$ cat config.mk
export PLATFORM = sky130hd
export DESIGN_NAME = nonce_sweep_controller
export DESIGN_NICKNAME = d
export VERILOG_FILES = /design/src/rtl/miner_pkg.sv /design/src/rtl/digest_compare.sv /design/src/rtl/nonce_sweep_controller.sv
export SDC_FILE = /design/constraint.sdc
export NUM_CORES = 2
export LEC_CHECK = 0
export CORE_AREA = 4 4 612 614
export DETAILED_ROUTE_END_ITERATION = 8
export DIE_AREA = 0 0 616 618
export SLEW_MARGIN = 40
export SYNTH_ARGS = -nofsm -noshare
export SYNTH_HDL_FRONTEND = slang
export SYNTH_SLANG_ARGS = --single-unit
$ cat constraint.sdc
create_clock -name clk -period 3.6 [get_ports clk]
set_input_delay 0.54 -clock clk [delete_from_list [all_inputs] [get_ports clk]]
set_output_delay 0.54 -clock clk [all_outputs]
set_load 0.005 [all_outputs]
$ cat src/rtl/miner_pkg.sv
// ---------------------------------------------------------------------------
// miner_pkg
// Shared types and constants for the nonce sweep controller and its helpers.
//   sweep_state_t  : sequencer states
//   NONCE_W        : nonce width (nonce sits in message bits [NONCE_W-1:0])
//   MSG_W          : message width presented to the SHA core
//   DIGEST_W       : SHA digest width
//   MSG_LEN        : constant message length driven to the core
//   TIMEOUT_CYCLES : per-hash watchdog limit (used with NONCE_SWEEP_TIMEOUT_EN)
// ---------------------------------------------------------------------------
package miner_pkg;

    localparam int          NONCE_W        = 32;
    localparam int          MSG_W          = 447;
    localparam int          DIGEST_W       = 256;
    localparam logic [63:0] MSG_LEN        = 64'd447;
    localparam int          TIMEOUT_CYCLES = 16383;

    typedef enum logic [2:0] {
        S_IDLE  = 3'd0,
        S_LOAD  = 3'd1,
        S_WAIT  = 3'd2,
        S_CHECK = 3'd3,
        S_DONE  = 3'd4
    } sweep_state_t;

endpackage

$ cat src/rtl/digest_compare.sv
// ---------------------------------------------------------------------------
// digest_compare
// Combinational 256-bit unsigned less-than used to qualify a hit.
//   digest : SHA core output
//   target : latched threshold
//   hit    : 1 when digest < target (unsigned)
// ---------------------------------------------------------------------------
module digest_compare
    import miner_pkg::*;
(
    input  logic [DIGEST_W-1:0] digest,
    input  logic [DIGEST_W-1:0] target,
    output logic                hit
);

    assign hit = (digest < target);

endmodule

$ cat src/rtl/nonce_sweep_controller.sv
// ---------------------------------------------------------------------------
// nonce_sweep_controller
// Owns the SHA core and sweeps an inclusive nonce range through it, stopping
// on the first digest below target, on range exhaustion, or on abort.
//
// Ports:
//   clk, n_rst                 : clock, asynchronous active-low reset
//   start, abort               : host control (start only honoured in IDLE)
//   base_msg, nonce_start,
//   nonce_end, target          : sweep configuration, latched on start
//   sha_msg, sha_length,
//   sha_new_msg, sha_begin     : message and strobes to the SHA core
//   sha_complete, sha_output   : completion level and digest from the core
//   busy, done                 : activity level, one-cycle completion pulse
//   hit, exhausted, timed_out  : sticky result flags (cleared on next start)
//   found_nonce                : nonce that produced the hit
//   hash_count                 : digests checked since start (saturating)
//
// Build option: define NONCE_SWEEP_TIMEOUT_EN to add a per-hash watchdog in
// WAIT; without it WAIT is unbounded and timed_out is tied low.
// ---------------------------------------------------------------------------
module nonce_sweep_controller
    import miner_pkg::*;
(
    input  logic                       clk,
    input  logic                       n_rst,
    input  logic                       start,
    input  logic                       abort,
    input  logic [MSG_W-NONCE_W-1:0]   base_msg,
    input  logic [NONCE_W-1:0]         nonce_start,
    input  logic [NONCE_W-1:0]         nonce_end,
    input  logic [DIGEST_W-1:0]        target,
    output logic [MSG_W-1:0]           sha_msg,
    output logic [63:0]                sha_length,
    output logic                       sha_new_msg,
    output logic                       sha_begin,
    input  logic                       sha_complete,
    input  logic [DIGEST_W-1:0]        sha_output,
    output logic                       busy,
    output logic                       done,
    output logic                       hit,
    output logic                       exhausted,
    output logic                       timed_out,
    output logic [NONCE_W-1:0]         found_nonce,
    output logic [31:0]                hash_count
);

    sweep_state_t               state_q,       state_d;
    logic [MSG_W-NONCE_W-1:0]   base_q,        base_d;
    logic [NONCE_W-1:0]         nonce_q,       nonce_d;
    logic [NONCE_W-1:0]         nonce_end_q,   nonce_end_d;
    logic [DIGEST_W-1:0]        target_q,      target_d;
    logic                       hit_q,         hit_d;
    logic                       exhausted_q,   exhausted_d;
    logic [NONCE_W-1:0]         found_q,       found_d;
    logic [31:0]                hash_count_q,  hash_count_d;
    // Marks the first WAIT cycle, where the core still shows the previous
    // hash's completion level until new_msg has cleared it.
    logic                       first_wait_q,  first_wait_d;
    logic                       digest_hit;

`ifdef NONCE_SWEEP_TIMEOUT_EN
    localparam logic [13:0] WAIT_LAST = 14'(TIMEOUT_CYCLES - 1);
    logic [13:0]                wait_cnt_q,    wait_cnt_d;
    logic                       timed_out_q,   timed_out_d;
`endif

    digest_compare u_digest_compare (
        .digest (sha_output),
        .target (target_q),
        .hit    (digest_hit)
    );

    always_comb begin
        state_d      = state_q;
        base_d       = base_q;
        nonce_d      = nonce_q;
        nonce_end_d  = nonce_end_q;
        target_d     = target_q;
        hit_d        = hit_q;
        exhausted_d  = exhausted_q;
        found_d      = found_q;
        hash_count_d = hash_count_q;
        first_wait_d = first_wait_q;
`ifdef NONCE_SWEEP_TIMEOUT_EN
        wait_cnt_d   = wait_cnt_q;
        timed_out_d  = timed_out_q;
`endif

        case (state_q)
            S_IDLE: begin
                // abort has priority over a coincident start
                if (start && !abort) begin
                    base_d       = base_msg;
                    nonce_d      = nonce_start;
                    nonce_end_d  = nonce_end;
                    target_d     = target;
                    hit_d        = 1'b0;
                    exhausted_d  = 1'b0;
                    hash_count_d = '0;
`ifdef NONCE_SWEEP_TIMEOUT_EN
                    timed_out_d  = 1'b0;
`endif
                    state_d      = S_LOAD;
                end
            end

            S_LOAD: begin
                if (abort) begin
                    state_d = S_IDLE;
                end else begin
                    first_wait_d = 1'b1;
`ifdef NONCE_SWEEP_TIMEOUT_EN
                    wait_cnt_d   = '0;
`endif
                    state_d      = S_WAIT;
                end
            end

            S_WAIT: begin
                if (abort) begin
                    state_d = S_IDLE;
                end else begin
                    first_wait_d = 1'b0;
                    if (sha_complete && !first_wait_q) begin
                        state_d = S_CHECK;
                    end
`ifdef NONCE_SWEEP_TIMEOUT_EN
                    else if (wait_cnt_q == WAIT_LAST) begin
                        timed_out_d = 1'b1;
                        state_d     = S_DONE;
                    end else begin
                        wait_cnt_d = wait_cnt_q + 14'd1;
                    end
`endif
                end
            end

            S_CHECK: begin
                if (abort) begin
                    state_d = S_IDLE;
                end else begin
                    if (hash_count_q != 32'hFFFF_FFFF) begin
                        hash_count_d = hash_count_q + 32'd1;
                    end
                    if (digest_hit) begin
                        hit_d   = 1'b1;
                        found_d = nonce_q;
                        state_d = S_DONE;
                    end else if (nonce_q == nonce_end_q) begin
                        exhausted_d = 1'b1;
                        state_d     = S_DONE;
                    end else begin
                        // natural wrap through all-ones to zero
                        nonce_d = nonce_q + {{(NONCE_W-1){1'b0}}, 1'b1};
                        state_d = S_LOAD;
                    end
                end
            end

            S_DONE: begin
                state_d = S_IDLE;
            end

            default: begin
                state_d = S_IDLE;
            end
        endcase
    end

    always_ff @(posedge clk or negedge n_rst) begin
        if (!n_rst) begin
            state_q      <= S_IDLE;
            base_q       <= '0;
            nonce_q      <= '0;
            nonce_end_q  <= '0;
            target_q     <= '0;
            hit_q        <= 1'b0;
            exhausted_q  <= 1'b0;
            found_q      <= '0;
            hash_count_q <= '0;
            first_wait_q <= 1'b0;
`ifdef NONCE_SWEEP_TIMEOUT_EN
            wait_cnt_q   <= '0;
            timed_out_q  <= 1'b0;
`endif
        end else begin
            state_q      <= state_d;
            base_q       <= base_d;
            nonce_q      <= nonce_d;
            nonce_end_q  <= nonce_end_d;
            target_q     <= target_d;
            hit_q        <= hit_d;
            exhausted_q  <= exhausted_d;
            found_q      <= found_d;
            hash_count_q <= hash_count_d;
            first_wait_q <= first_wait_d;
`ifdef NONCE_SWEEP_TIMEOUT_EN
            wait_cnt_q   <= wait_cnt_d;
            timed_out_q  <= timed_out_d;
`endif
        end
    end

    assign sha_msg     = {base_q, nonce_q};
    assign sha_length  = MSG_LEN;
    assign sha_new_msg = (state_q == S_LOAD);
    assign sha_begin   = (state_q == S_LOAD);
    assign busy        = (state_q == S_LOAD) || (state_q == S_WAIT) ||
                         (state_q == S_CHECK);
    assign done        = (state_q == S_DONE);
    assign hit         = hit_q;
    assign exhausted   = exhausted_q;
    assign found_nonce = found_q;
    assign hash_count  = hash_count_q;
`ifdef NONCE_SWEEP_TIMEOUT_EN
    assign timed_out   = timed_out_q;
`else
    assign timed_out   = 1'b0;
`endif

endmodule

=== Word-level counts from Yosys, hierarchy flattened ===
Cells that the tools add are included.

* Output and inout bits: 582
* Flip-flop bits (word level): 805

* Multiplexer cells: 28
* Reduce and logical (&&, ||, !) cells: 17
* $add $sub $neg: 2
* $lt $le $gt $ge: 1
* Bitwise gates (word level): 1
* Eq/ne operators: 16

{| class="wikitable"
|+ Operator list
! cell !! count
|-
| less-than comparator 256 bit || 1
|-
| two-way mux 32 bit || 7
|-
| one-hot mux 32 bit (2 select lines) || 2
|-
| adder 32 x 1 -> 32 bit, second input constant || 2
|-
| equality test 32 bit || 1
|-
| inequality test 32 bit, second input constant || 1
|-
| two-way mux 3 bit || 6
|-
| inequality test 2 bit, second input constant || 9
|-
| one-hot mux 3 bit (4 select lines) || 1
|-
| AND reduction 5 bit || 2
|-
| two-way mux 1 bit || 8
|-
| AND reduction 4 bit || 2
|-
| equality test 3 x 2 -> 1 bit, second input constant || 2
|-
| one-hot mux 1 bit (2 select lines) || 3
|-
| AND reduction 3 bit || 2
|-
| AND reduction 2 bit || 2
|-
| nonzero test 2 bit || 2
|-
| equality test 3 x 1 -> 1 bit, second input constant || 1
|-
| equality test 3 bit, second input constant || 1
|-
| zero test 3 bit || 1
|-
| inequality test 3 bit, second input constant || 1
|-
| logical AND 1 bit || 2
|-
| zero test 1 bit || 2
|-
| logical OR 1 bit || 2
|-
| other kinds (2) || 2
|}

=== Longest topological paths before layout ===
* Depth in word-level cells: 5
* Mapped depth: 13
* Gate-level depth less buffers: 11

=== By module ===
A second synthesis with hierarchy kept.

* Cell total of the unflattened synthesis: 4543
* Area total of the unflattened synthesis: 38846.0 um^2

{| class="wikitable"
|+ By module, submodules not included
! module !! times used !! cells each !! area an instance (um^2)
|-
| nonce_sweep_controller || 1 || 3618 || 32377.3
|-
| digest_compare || 1 || 925 || 6468.7
|}

=== Worst setup path after synthesis ===
Ideal clock, no wire load.

* Path kind: in2reg
* Start point: input sha_output[101]
* End point: register nonce_q[18]
* Arrival: 3189 ps
* Buffers on the path: 1
* Slack: 285 ps
* Cell stages on the path: 11
* Data required time: 3474 ps
* Setup time: 126 ps
* Cells stage by stage: ha_1 a211oi_2 nor2_1 a2111o_1 a2111o_1 o31ai_2 a21boi_2 or3_1 buf_6 a311o_1 o311a_1

* Word-level cells in the longest chain between the ends: 3

{| class="wikitable"
|+ Ends and longest elaborated chain
! element !! RTL line !! RTL
|-
| start: declaration || nonce_sweep_controller.sv:38 || <nowiki>input logic [DIGEST_W-1:0] sha_output,</nowiki>
|-
| less-than comparator 256 bit || digest_compare.sv:16 || <nowiki>assign hit = (digest < target);</nowiki>
|-
| inequality test 2 bit (no line) || -- ||
|-
| AND reduction 5 bit (no line) || -- ||
|-
| end signal: assignment || nonce_sweep_controller.sv:190 || <nowiki>nonce_q <= nonce_d;</nowiki>
|-
| end: declaration || nonce_sweep_controller.sv:50 || <nowiki>logic [NONCE_W-1:0] nonce_q, nonce_d;</nowiki>
|}

Every way passes these cells.
A chain may end at the register's enable or synchronous reset.

=== Final worst setup path ===
* Start point: register target_q[181]
* End point: register found_q[6], in the netlist found_nonce[6]

* Word-level cells in the longest chain between the ends: 2

{| class="wikitable"
|+ Ends and longest elaborated chain
! element !! RTL line !! RTL
|-
| start: declaration || nonce_sweep_controller.sv:52 || <nowiki>logic [DIGEST_W-1:0] target_q, target_d;</nowiki>
|-
| start signal: assignment || nonce_sweep_controller.sv:192 || <nowiki>target_q <= target_d;</nowiki>
|-
| less-than comparator 256 bit || digest_compare.sv:16 ||
|-
| AND reduction 3 bit (no line) || -- ||
|-
| end signal: assignment || nonce_sweep_controller.sv:195 || <nowiki>found_q <= found_d;</nowiki>
|-
| end: declaration || nonce_sweep_controller.sv:55 || <nowiki>logic [NONCE_W-1:0] found_q, found_d;</nowiki>
|}

Every way passes these cells.

==> impl_metrics.yaml <==
pwr:
  p_total_mw: 38.2
  power_density_nw_per_um2: 583
  power_leakage_nw: 28.8
  ir_drop_mv: 0.386
placed_design:
  place_hpwl_um: 261000
  place_area_um2: 60700
  portBuffers: 1512
  pre_cts_slack_ps: -1500
  place_inst: 10772
  gp_congestion: 0.966
logic_synthesis:
  synth_compound_area_frac: 0.0846
  synth_cell_types: 73
  synth_top_family_by_area: "simple AND/OR/NAND/NOR gates"
  ys.flop_type: "dfrtp_1"
  synth_area_um2: 38100
  synthMuxAreaShare: 0.0108
  synthCells: 4290
  async_flop_share: 1.00
  synth_seq_cells: 805
  yosysSeqAreaShare: 0.529
  avgSynthCellArea_um2: 8.87
  synth-xor-area-share: 0.0138
  synthSimpleGateAreaFrac: 0.217
  synth_edf_count: 0
  synthAdderAreaFrac: 0.0845
  ys_warn_count: 0
cells_and_area:
  layout.nets: 7204
  layout-drive-gt1-share: 0.0875
  final_area_um2: 65500
  syn2layout_area_growth_pct: 72.1
  final_cells: 11081
worst_setup_path:
  endpoint: "found_nonce[6]"
  reg2reg_from: "target_q[181]"
  worstPathRequired_ps: 4310
  critPathMaxFanout: 8
  rrSetupSlack_ps: -120
  rr_endpoint: "found_nonce[6]"
  worstRegToRegCells: 14
  critPathArrivalTime_ps: 4430
  cp-start-kind: "flip-flop"
  cp-startpoint: "target_q[181]"
  end_kind: "flip-flop"
  path_class: "flip-flop to flip-flop"
cts:
  root_buffer: "clkbuf_16"
  tritoncts: "yes"
  clk_latency_ps: 810
  cts_sinks: 805
  clkTransAtPathRegs_ps: 60
  clockBufferDepth: 4
  cts_max_level: 3
  cts_buffers: 109
floorplanning:
  fp.dieArea_um2: 381000
  start_util: 0.103
  fp.dieW_um: 616
  rows: 223
  io_pins: 1578
  fp.dieH_um: 618
  design.core.area_um2: 369000
routing:
  drc: 0
  vias: 37668
  via_per_inst: 3.40
  wire_per_inst_um: 27.2
  firstDrtPassIters: 5
  drt.antenna.violating_nets: 0
  wirelength_um: 301000
  drt-initial-drc-count: 2792
sta:
  layout_setup_ws_ps: -122
  finClkSkew_ps: 33.8
  max_slew_margin: 0.396
  max_freq_mhz: 269
  tightest_slew_ps: 906
  post-route-period-util: 1.03
  hold_viol_final: 0
  period_minus_slack_ps: 3720
  hold_slack_ps: 238
  rsz0062_at_grt: "yes"
  setup_violations: 50
  report.final.slew_viol_count: 0
run_status:
  status: "finished with violations"
  failed_checks: "setup timing"
global_routing:
  overflow: 0
  grtUsageMet3: 0.0849
  grt_pass1_vias: 36871
  grt_usage: 0.151
  grt_pass1_wl_um: 381000
  grt_use_met1: 0.175
  grt_max_degree: 169
  grt_busiest_layer: "met2"
  use_met2: 0.234
  antenna_found_initial: 209
flow_run:
  cap_violations: 0
min_path:
  hp-class: "input port to flip-flop"
sequential cells by signal, summed over array words and instances (netlist names):
signal,count
exhausted,1
hit,1
target_q,256
found_nonce,32
state_q,3
nonce_end_q,32
base_q,415
first_wait_q,1
hash_count,32
nonce_q,32
metal layers:
metal	wire length [um]	part of all wire
met5	411	0.0014
met4	10800	0.036
met3	38400	0.13
met2	133000	0.44
met1	118000	0.39
final cells by class:
cell class	count	area, um2
diodes	97	243
clock buffers	159	3230
clock inverters	35	480
fillers	41155	303000
inverters	279	1050
multi-input cells	3010	16500
flip-flops and latches	805	20100
well taps	4950	6190
repair buffers	1746	17700
synthesized netlist by cell type (11+ instances only):
| master | number | share of area |
|---|---|---|
| nand2_1 | 1703 | 0.17 |
| dfrtp_1 | 805 | 0.53 |
| o21ai_0 | 296 | 0.039 |
| inv_1 | 279 | 0.028 |
| ha_1 | 257 | 0.085 |
| clkbuf_1 | 174 | 0.017 |
| a21oi_1 | 121 | 0.016 |
| nor2_1 | 78 | 0.0077 |
| nand4_1 | 69 | 0.011 |
| buf_4 | 67 | 0.013 |
| nand3_1 | 56 | 0.0074 |
| xor2_1 | 52 | 0.012 |
| nor3_1 | 32 | 0.0042 |
| mux2_2 | 31 | 0.0092 |
| nor4_1 | 29 | 0.0048 |
| a21o_1 | 26 | 0.0051 |
| and3_1 | 19 | 0.0031 |
| a211oi_1 | 15 | 0.0030 |
| buf_1 | 11 | 0.0011 |
kinds of logic (layout without fill, tap and decap cells):
family,Yosys count,after routing
other cells,2,162
fa+ha+maj,257,257
mux,37,37
compound gates,552,552
xor+xnor,60,60
buf+inv,538,2219
simple gates,2039,2039
flops,805,805
worst max-delay path: stages (launching register included):
cell	delay, ps
dfrtp_1	370
inv_2	120
ha_1	260
a21o_1	190
a21o_1	190
a221oi_2	260
buf_4	170
o2bb2ai_1	90
o31ai_4	310
nand4_1	250
buf_12	220
nor3_4	420
nand2_4	220
clkbuf_16	240
mux2_4	310
stage by stage:
step	utilization	TNS, ps
after global routing	0.177	-11250
after detailed placement	0.165	-88940
after global placement	0.165	-102830
final	0.178	-3910
after floorplan	-	0
after CTS	0.176	-3060
cell usage in the layout, fill, tap and decap left out, types with 7 or more instances in the layout:
master           netlist  layout
dfrtp_1              805     805
nor2_1                78      74
and3_1                19      17
xor2_1                52      52
a211oi_2               1       7
bufinv_16              0      10
xnor2_1                8       8
buf_4                 67     159
o211ai_1               9       9
inv_2                  0      10
nor3_1                32      26
clkinv_2               0      13
ha_1                 257     250
buf_6                  2      18
nand3_1               56      52
nand4_1               69      69
diode_2                0      97
mux2_4                 0      32
or3_1                  9       7
clkinvlp_4             0       7
a21o_1                26      26
o31ai_1                8       7
clkbuf_1             174      20
buf_12                 0      50
a21oi_1              121     116
clkbuf_16              0     112
a211oi_1              15       9
nor4_1                29      23
conb_1                 2      65
and4_1                 9       7
o21ai_0              296     293
clkdlybuf4s50_1        0    1511
or4_1                  7       7
nand2_1             1703    1701
inv_1                279     268
clkbuf_8               0      29
worst min-delay path by stage:
| stage | from | end | slack (ps) | depth (start not counted) |
|---|---|---|---|---|
| after CTS | base_msg[103] | base_q[103] | 110 | 3 |
| after floorplan | n_rst | base_q[0] | 240 | 0 |
| after global placement | base_q[27] | base_q[27] | 460 | 2 |
| after global routing | base_msg[246] | base_q[246] | 170 | 3 |
| final | base_msg[23] | base_q[23] | 240 | 3 |
| after detailed placement | base_q[31] | base_q[31] | 460 | 2 |
timing repair:
| item | in CTS | in global routing |
|---|---|---|
| hold endpoints to repair | 32 | 0 |
| endpoints found under the setup margin | 68 | 66 |
| setup buffers | 12 | 4 |
| gates resized for setup | 84 | 59 |
| gates cloned | 1 | 2 |
| pin swaps | 46 | 19 |
| hold buffers | 1 | 0 |
power breakdown:
part,internal [mW],switching [mW],total (mW),leakage [nW]
clock network,6.89,4.66,11.5,1.81
logic,6.24,7.69,13.9,17.0
registers,11.3,1.36,12.7,10.0
total,24.5,13.7,38.2,28.8
(Power assumes the default switching activity.)
==> edit: new RTL, config.mk and constraints unchanged <==
`DIGEST_W`: 256 -> 128.
--- a/src/rtl/miner_pkg.sv
+++ b/src/rtl/miner_pkg.sv
@@ -12,7 +12,7 @@
 
     localparam int          NONCE_W        = 32;
     localparam int          MSG_W          = 447;
-    localparam int          DIGEST_W       = 256;
+    localparam int          DIGEST_W       = 128;
     localparam logic [63:0] MSG_LEN        = 64'd447;
     localparam int          TIMEOUT_CYCLES = 16383;
 
Ports: changed (resized sha_output and target); port bits go from 1578 to 1322. The function was not compared with the original's and may differ.
==> edit against the unedited design <==
- worst setup slack better by 0.20 ns
- wire length down 19%
- synthesized area down 20%
- global-route usage down 2.9 points
- sequential cell count down 128
- final area down 18%
- total power down 14%
- critical path type unchanged
- largest power group unchanged
==> edit: results (changes against the unedited design) <==
- Layout Cells excl Fill: 9,871 (-11%)
- Post-synthesis async set-or-reset flop share: 100% (unchanged)
- Static Leak: 23.1 nW (-20%)
- DRT Wirelength: 243,000 um (-19%)
- Max-slew headroom: 46.7% (+7.1 points)
- Synth cell count leaders: nand2_1 (1,568), dfrtp_1 (677), o21ai_0 (166)
- Max Clk Rate: 0.284 GHz (+5.8%)
- Top reg by flops: base_q
- Kind of cell adding the most delay to the critical path: compound AO/OA/AOI/OAI gates
- NumNets Final: 5,666 (-21%)
- Max Buffers Root-to-Sink: 4 (unchanged)
- Port bufs: 1,256 (-17%)
- Seq/Total Area, Yosys: 55.6% (+2.7 points)
- ANT nets after route: 0 (unchanged)
- Max VDD drop: 354 uV (-8.4%)
- Cell count after synthesis: 3,433 (-20%)
- Run status: finished clean
- Dominant synthesized flop cell: dfrtp_1
- Internal: 0.0209 W (-14%)
- Gpl congestion: 0.936 (-3.1%)
- Synth area leaders: dfrtp_1 (56%), nand2_1 (19%), ha_1 (5.3%)
- Clock Pin Slew Worst Setup and Hold Paths: 0.06 ns (about the same)
- Max Clock Skew: 0.0783 ns (+0.0444 ns)
- Largest registers: base_q x415, target_q x128
- Share of cells above drive strength 1: 8.57% (-0.18 points)
- Slowest-stage cell, CP: o41a_1
- Crit path max fanout: 5 (-3)
- Initial antenna violation count: 126 (-40%)
- CP Data Arrival Time: 4.23 ns (-0.20 ns)
- Global Route Usage Sum: 12.2% (-2.9 points)
- Largest net degree at the start of global routing: 119 (-30%)
- Largest stage delay, worst path: 0.56 ns (+0.14 ns)
- DP HPWL: 211,000 um (-19%)
- Pre-antenna DRT Iters: 7 (+2)
- Via count: 29,768 (-21%)
- Yosys cell types: 71 (-2.7%)
- DR iter-0 viols: 1,912 (-32%)
- Vias in the first global route: 29,180 (-21%)
- Num CTS Buffers: 98 (-10%)
- Latest clock arrival within the worst-skew pair: 0.82 ns
- DP Cell Count: 9,638 (-11%)
- First-pass GRT wire length: 305,000 um (-20%)
==> edit: cell type report <==
cell class,instances,area [um^2]
fillers,41663,315000
flip-flops and latches,677,16900
repair buffers,1438,14300
multi-input cells,2441,12200
well taps,4950,6190
clock buffers,132,2800
clock inverters,39,576
inverters,141,551
diodes,53,133
==> edit: power by group through the flow <==
stage	Sequential [W]	Combinational, W	Clock [W]
after global routing	0.0111	0.0126	0.0111
after floorplan	0.0107	0.00310	0
after CTS	0.0108	0.0119	0.0108
after detailed placement	0.0109	0.0119	0
final	0.0108	0.0115	0.0104
after global placement	0.0109	0.0118	0
==> edit: worst register-to-register path, delay by kind of cell, from the launching register on <==
| kind | cells | cell delay (ns) |
|---|---|---|
| fa+ha+maj | 1 | 0.36 |
| compound gates | 3 | 1.02 |
| flops | 1 | 0.37 |
| simple gates | 4 | 0.91 |
| buf+inv | 4 | 0.75 |
==> edit: per-layer routing <==
metal	up-vias	GRT usage, %	wire length, um
li1	13693	-	-
met1	14298	13.0	88000
met2	1307	21.4	120000
met3	450	4.79	22400
met4	20	5.03	12300
met5	-	0	148
==> edit: timing repair <==
| action | 4_1_cts | 5_1_grt |
|---|---|---|
| endpoints found under the hold margin | 32 | 0 |
| buffers inserted | 4 | 7 |
| gates resized for setup | 11 | 30 |
| pin swaps | 4 | 15 |
| gates cloned | 0 | 0 |
| setup endpoints to repair | 17 | 53 |
| hold buffers | 1 | 0 |
==> edit: worst paths after layout <==
check,from,endpoint,slack [ns],cells past startpoint
setup / recovery,target_q[83]$_DFFE_PN0P_,nonce_q[9]$_DFFE_PN0P_,0.08,12
setup reg to reg,target_q[83]$_DFFE_PN0P_,nonce_q[9]$_DFFE_PN0P_,0.08,12
max in group asynchronous,n_rst,base_q[95]$_DFFE_PN0P_,2.12,3
hold / removal,base_msg[277],base_q[277]$_DFFE_PN0P_,0.25,3
min in group asynchronous,n_rst,hash_count[4]$_DFFE_PN0P_,0.27,2
hold reg to reg,base_q[108]$_DFFE_PN0P_,base_q[108]$_DFFE_PN0P_,0.47,2
==> edit: logic make-up after synthesis <==
family,Yosys count,share of synthesized area (%)
other cells,2,0.0246
buf+inv,378,5.64
flops,677,55.6
xor+xnor,57,1.64
compound gates,333,6.67
mux,35,1.29
simple gates,1822,23.9
fa+ha+maj,129,5.30
==> edit: metrics by stage <==
stage	area [um^2]	util [%]	setup WS, ns	setup TNS (ns)
floorplan	30700	-	0.591	0
global placement	50000	13.6	-0.627	-26.73
detailed placement	50000	13.6	-0.622	-26.35
CTS	53400	14.5	0.00882	0
global route	53700	14.6	-0.0241	-0.0452
finish	53700	14.6	0.0812	0
